## config.mk

```make
export PLATFORM = sky130hd
export DESIGN_NAME = spi_alu_responder
export DESIGN_NICKNAME = d
export VERILOG_FILES = /design/src/rtl/spi_alu_responder.sv
export SDC_FILE = /design/constraint.sdc
export NUM_CORES = 1
export LEC_CHECK = 0
export ABC_AREA = 1
export ABC_CLOCK_PERIOD_IN_PS = 5500
export BUFFER_PORTS_ARGS = -buffer_cell sky130_fd_sc_hd__clkbuf_2
export CORE_UTILIZATION = 45
export CTS_BUF_LIST = sky130_fd_sc_hd__clkbuf_4 sky130_fd_sc_hd__clkbuf_8 sky130_fd_sc_hd__clkbuf_16
export CTS_CLUSTER_SIZE = 30
export DETAILED_ROUTE_END_ITERATION = 8
export GPL_TIMING_DRIVEN = 0
export MAX_ROUTING_LAYER = met4
export PLACE_DENSITY_LB_ADDON = 0.05
export SLEW_MARGIN = 40
export SYNTH_ARGS = -nofsm -noshare
export SYNTH_HDL_FRONTEND = slang
export SYNTH_SLANG_ARGS = --single-unit
```

## constraint.sdc

```tcl
create_clock -name clk_arduino -period 5.5 [get_ports clk_arduino]
set_input_delay 0.275 -clock clk_arduino [delete_from_list [all_inputs] [get_ports clk_arduino]]
set_output_delay 0.275 -clock clk_arduino [all_outputs]
set_load 0.005 [all_outputs]
```

## src/rtl/spi_alu_responder.sv

```systemverilog
// spi_alu_responder: captures an ALU request from the SPI receive stage,
// computes the result, and shifts the response word back to the master MSB
// first while CS is low.
// Optional feature macro: ALU_FLAGS_EN appends the {N,Z,C,V} flags to the
// response, which then grows from W to W+4 bits.
// Ports:
//   clk_arduino  SPI serial clock, all logic on its rising edge
//   reset        asynchronous active-low reset
//   frame_valid  one-cycle pulse, operands and opcode valid
//   operando_1   first operand (W bits)
//   operando_2   second operand (W bits)
//   operador     4-bit opcode
//   CS           active-low chip select from the master
//   MISO         serial response bit to the master
//   leds         last computed result
//   busy         high whenever the FSM is not idle
//   overrun      sticky, a frame arrived while the FSM was busy
module spi_alu_responder #(
    parameter int unsigned W = 4
) (
    input  logic         clk_arduino,
    input  logic         reset,
    input  logic         frame_valid,
    input  logic [W-1:0] operando_1,
    input  logic [W-1:0] operando_2,
    input  logic [3:0]   operador,
    input  logic         CS,
    output logic         MISO,
    output logic [W-1:0] leds,
    output logic         busy,
    output logic         overrun
);

`ifdef ALU_FLAGS_EN
    localparam int unsigned RESP_W = W + 4;
`else
    localparam int unsigned RESP_W = W;
`endif
    localparam int unsigned CNT_W = $clog2(RESP_W + 1);

    typedef enum logic [1:0] {IDLE, EXEC, READY, SHIFT} state_t;

    state_t             state_q, state_d;
    logic [CNT_W-1:0]   cnt_q, cnt_d;
    logic [W-1:0]       op1_q, op1_d, op2_q, op2_d;
    logic [3:0]         opc_q, opc_d;
    logic [W-1:0]       result_q, result_d;
    logic [W-1:0]       leds_d;
    logic               miso_d, busy_d, overrun_d;
    logic [W-1:0]       alu_res;
    logic [RESP_W-1:0]  resp_word, resp_shift;
    logic               resp_bit;

`ifdef ALU_FLAGS_EN
    logic [3:0]         flags_q, flags_d;
    logic [W:0]         sum_ext, diff_ext;
    logic               alu_c, alu_v;

    // Carry/borrow and signed overflow from the captured operands
    always_comb begin
        sum_ext  = {1'b0, op1_q} + {1'b0, op2_q};
        diff_ext = {1'b0, op1_q} - {1'b0, op2_q};
        alu_c    = 1'b0;
        alu_v    = 1'b0;
        case (opc_q)
            4'b0000: begin
                alu_c = sum_ext[W];
                alu_v = (op1_q[W-1] == op2_q[W-1]) && (sum_ext[W-1] != op1_q[W-1]);
            end
            4'b0001: begin
                alu_c = diff_ext[W];
                alu_v = (op1_q[W-1] != op2_q[W-1]) && (diff_ext[W-1] != op1_q[W-1]);
            end
            4'b0101: alu_c = op1_q[W-1];
            4'b0110: alu_c = op1_q[0];
            default: ;
        endcase
    end

    assign resp_word = {result_q, flags_q};
`else
    assign resp_word = result_q;
`endif

    // Result datapath, truncated to W bits; undefined opcodes give zero
    always_comb begin
        alu_res = '0;
        case (opc_q)
            4'b0000: alu_res = op1_q + op2_q;
            4'b0001: alu_res = op1_q - op2_q;
            4'b0010: alu_res = op1_q & op2_q;
            4'b0011: alu_res = op1_q | op2_q;
            4'b0100: alu_res = op1_q ^ op2_q;
            4'b0101: alu_res = {op1_q[W-2:0], 1'b0};
            4'b0110: alu_res = {1'b0, op1_q[W-1:1]};
            4'b0111: alu_res = op1_q * op2_q;
            default: alu_res = '0;
        endcase
    end

    // Bit counter doubles as the index of the next response bit, MSB first
    assign resp_shift = resp_word << cnt_q;
    assign resp_bit   = resp_shift[RESP_W-1];

    // Next-state and output logic
    always_comb begin
        state_d   = state_q;
        cnt_d     = cnt_q;
        op1_d     = op1_q;
        op2_d     = op2_q;
        opc_d     = opc_q;
        result_d  = result_q;
        leds_d    = leds;
        miso_d    = 1'b0;
        overrun_d = overrun | (frame_valid && (state_q != IDLE));
`ifdef ALU_FLAGS_EN
        flags_d   = flags_q;
`endif
        case (state_q)
            IDLE: begin
                if (frame_valid) begin
                    op1_d   = operando_1;
                    op2_d   = operando_2;
                    opc_d   = operador;
                    state_d = EXEC;
                end
            end
            EXEC: begin
                result_d = alu_res;
                leds_d   = alu_res;
`ifdef ALU_FLAGS_EN
                flags_d  = {alu_res[W-1], (alu_res == '0), alu_c, alu_v};
`endif
                state_d  = READY;
            end
            READY: begin
                if (!CS) begin
                    miso_d  = resp_bit;
                    cnt_d   = cnt_q + CNT_W'(1);
                    state_d = SHIFT;
                end
            end
            SHIFT: begin
                // Completion wins over CS: the whole word has already gone out
                if (cnt_q == CNT_W'(RESP_W)) begin
                    cnt_d   = '0;
                    state_d = IDLE;
                end else if (CS) begin
                    cnt_d   = '0;
                    state_d = READY;
                end else begin
                    miso_d  = resp_bit;
                    cnt_d   = cnt_q + CNT_W'(1);
                end
            end
            default: state_d = IDLE;
        endcase
        busy_d = (state_d != IDLE);
    end

    // State and output registers
    always_ff @(posedge clk_arduino or negedge reset) begin
        if (!reset) begin
            state_q  <= IDLE;
            cnt_q    <= '0;
            op1_q    <= '0;
            op2_q    <= '0;
            opc_q    <= '0;
            result_q <= '0;
            leds     <= '0;
            MISO     <= 1'b0;
            busy     <= 1'b0;
            overrun  <= 1'b0;
`ifdef ALU_FLAGS_EN
            flags_q  <= '0;
`endif
        end else begin
            state_q  <= state_d;
            cnt_q    <= cnt_d;
            op1_q    <= op1_d;
            op2_q    <= op2_d;
            opc_q    <= opc_d;
            result_q <= result_d;
            leds     <= leds_d;
            MISO     <= miso_d;
            busy     <= busy_d;
            overrun  <= overrun_d;
`ifdef ALU_FLAGS_EN
            flags_q  <= flags_d;
`endif
        end
    end

endmodule
```

==> results.sh <==
export IMPL_die_w_um=63.3
export IMPL_worstPathCellList="inv_1, ha_1, inv_1, o21ai_0, inv_1, ha_1, nand3_1, nand2_1, nand2_1, nand2_1, nand2_1, nand3_1, nand3_1, nand2_1, nand2_1"
export IMPL_drc=0
export IMPL_slew_violations=0
export IMPL_cts_root_buf="clkbuf_8"
export IMPL_syn_nets=270
export IMPL_ys_seq_area_share_pct=35.5
export IMPL_critPathTopFamily="simple AND/OR/NAND/NOR gates"
export IMPL_crit_top_cell="nand2_1"
export IMPL_rr_startpoint="op2_q[0]"
export IMPL_cp_arrival_ns=2.56
export IMPL_finalPower_w=0.00109
export IMPL_die_h_um=63.3
export IMPL_end_kind="register"
export IMPL_startpoint_type="register"
export IMPL_synth_async_reset_ratio_pct=100
export IMPL_postSynthCellCount=235
export IMPL_grt_max_degree=25
export IMPL_maxCapViolCount=0
export IMPL_antenna_found_initial=0
export IMPL_portBuffers=22
export IMPL_slowest_delay_ns=0.49
export IMPL_cts_tree="done"
export IMPL_critPathKind="register to register"
export IMPL_syn2layout_area_growth_pct=14.1
export IMPL_dp_cells=303
export IMPL_wl_um=3410
export IMPL_finalSetupViolCount=0
export IMPL_ys_ff_latch=24
export IMPL_ff2ff_setup_slack_ns=3.11
export IMPL_drt_pre_antenna_iters=4
export IMPL_setup_tns_ns=0
export IMPL_syn_mean_instance_area_um2=7.20
export IMPL_start_util_pct=48.8
export IMPL_p_seq_share_pct=31.4
export IMPL_place_hpwl_um=2850
export IMPL_comb_power_share_pct=54.3
export IMPL_rr_endpoint="resp_word[3]"
export IMPL_required_ns=5.67
export IMPL_netlist_area_um2=1690
export IMPL_multi_input_area_um2=913
export IMPL_timing_final_hold_violations=20
export IMPL_post_route_period_util_pct=43.5
export IMPL_min_path_type="input port to async pin"
export IMPL_skew_ns=0.00440
export IMPL_slew_limit_headroom_pct=61.3
export IMPL_rows=21
export IMPL_cts_resized=0
export IMPL_p_switching_w=0.000503
export IMPL_clk_latency_ns=0.27
export IMPL_ctsHoldBuffers=0
export IMPL_h_tree_depth=1
export IMPL_clk_pin_slew_ns=0.09
export IMPL_power_density_nw_per_um2=564
export IMPL_p_int_w=0.000586
export IMPL_num_io_pins=23
export IMPL_cp_max_fo=7
export IMPL_max_vdd_ir_drop_mv=0.253
export IMPL_rsz0062_at_grt="false"
export IMPL_post_drt_via_cell_ratio=4.71
export IMPL_ff_latch_area_um2=601
export IMPL_max_freq_mhz=418
export IMPL_synth_edf_count=0
export IMPL_reg2regPathDepth=15
export IMPL_ant_nets=0
export IMPL_numCtsBuffers=3
export IMPL_violations="hold timing"
export IMPL_critPathBufInv=3
export IMPL_holdWs_ns=-0.0141
export IMPL_p_leak_nw=1.12
export IMPL_num_vias=1445
export IMPL_core_um2=3470
export IMPL_critPathSlowestCell="dfrtp_1"
export IMPL_ys_types=25
export IMPL_ctsLongestPathBuffers=2
export IMPL_drive_gt1_share_pct=13.4
export IMPL_die_area_um2=4010
export IMPL_post_cts_setup_buffers=0
export IMPL_worst_slew_pin_slew_ns=0.581
export IMPL_drt_iter0_drc=49
export IMPL_gp_congestion=0.850
export IMPL_clkSinkCount=24
export IMPL_fin_crit_ns=2.39
export IMPL_pwr_share_clk_pct=14.3
export IMPL_finalNetCount=297
export IMPL_p_sw_share_pct=46.2
export IMPL_fill_cells=357
export IMPL_synthFlopType="dfrtp_1"
export IMPL_instances_no_fill=307
export IMPL_track_usage_pct=20.2
export IMPL_diodes=0
export IMPL_grt_overflow_total=0
export IMPL_synth_warnings=0
export IMPL_grt_pass1_vias=1344
export IMPL_routedWlPerCell_um=11.1
export IMPL_grt_pass1_wl_um=6260
export IMPL_status="complete, but fails checks"
-- worst max-delay path by stage --
stage,slack (ns),startpoint,endpoint,cells after the start
2_1_floorplan,3.44,op1_q[1],resp_word[3],14
3_3_place_gp,3.17,op2_q[0],resp_word[3],15
3_5_place_dp,3.11,op2_q[0],resp_word[3],15
4_1_cts,3.09,op2_q[0],resp_word[3],15
5_1_grt,2.80,op2_q[0],resp_word[3],15
6_report,3.11,op2_q[0],resp_word[3],15
-- cell usage in the layout, fill, tap and decap left out --
cell and instances:
a21boi_0 2, a21oi_1 20, a221oi_1 1, buf_2 2, bufinv_16 1, clkbuf_2 22, clkbuf_8 3, dfrtp_1 24
fa_1 1, ha_1 18, inv_1 44, inv_2 1, mux2_2 1, nand2_1 60, nand2_2 1, nand3_1 19
nor2_1 21, nor2_2 1, nor3_1 2, nor3_2 2, o21ai_0 6, o21ai_1 1, o21bai_1 1, o22ai_1 3
or2_0 1, or2_2 1, xnor2_1 1, xor2_1 1
-- routing by layer --
layer	track usage [%]	share of wire, %	up-vias
li1	-	-	793
met4	2.56	0.53	0
met3	3.26	4.6	4
met2	29.5	41	35
met1	30.0	53	613
met5	-	0	-
-- power by group through the flow --
stage | Sequential [W] | Combinational, W | Clock, W
2_1_floorplan | 0.000318 | 0.000466 | 0
3_3_place_gp | 0.000344 | 0.000584 | 0
3_5_place_dp | 0.000345 | 0.000595 | 0
4_1_cts | 0.000340 | 0.000600 | 0.000160
5_1_grt | 0.000353 | 0.000718 | 0.000168
6_report | 0.000342 | 0.000591 | 0.000155
-- metrics by stage --
stage,util (%),instance area (um2),setup WS [ns]
after global routing,55.7,1930,2.80
final,55.7,1930,3.11
after detailed placement,53.6,1860,3.11
after global placement,53.6,1860,3.17
after floorplan,-,1690,3.44
after CTS,55.7,1930,3.09
-- state kept, by name (all words and copies together) (netlist names) --
name	count
MISO	1
overrun	1
opc_q	4
busy	1
state_q	2
cnt_q	3
op2_q	4
resp_word	4
op1_q	4
-- layout make-up --
type,instances,share of cell area (%)
buffer,2,0.518
tap,46,2.98
timing repair buffer,22,5.70
clock inverter,1,1.55
sequential,24,31.1
multi-input combinational,164,47.3
clock buffer,3,2.14
inverter,45,8.74
-- kinds of logic after synthesis --
kind of cell               Yosys count  synth area share (%)
and+or+nand+nor                    108                  26.8
buffers and inverters               47                  10.6
xor gates and xnor gates             2                  1.03
muxes                                1                 0.665
AOI/OAI and AO/OA                   34                  10.9
DFF                                 24                  35.5
adders and majority gates           19                  14.5
-- worst register-to-register path: stages, from the launching register on --
cell and delay, ns:
dfrtp_1 0.49, inv_1 0.15, ha_1 0.30, inv_1 0.03, o21ai_0 0.34, inv_1 0.09
ha_1 0.28, nand3_1 0.09, nand2_1 0.08, nand2_1 0.06, nand2_1 0.05, nand2_1 0.05
nand3_1 0.09, nand3_1 0.08, nand2_1 0.07, nand2_1 0.04
-- cell usage after synthesis (all sizes together), types with 2 or more instances --
library cell	count	share of area, %
nand3	19	5.6
dfrtp	24	35
nor3	4	1.8
a21oi	20	5.9
inv	45	10
nand2	61	14
o21ai	7	2.1
a21boi	2	0.89
ha	18	13
or2	2	0.74
nor2	22	5.0
buf	2	0.59
o22ai	3	1.1
No activity file was read; power rests on OpenSTA's default activity.
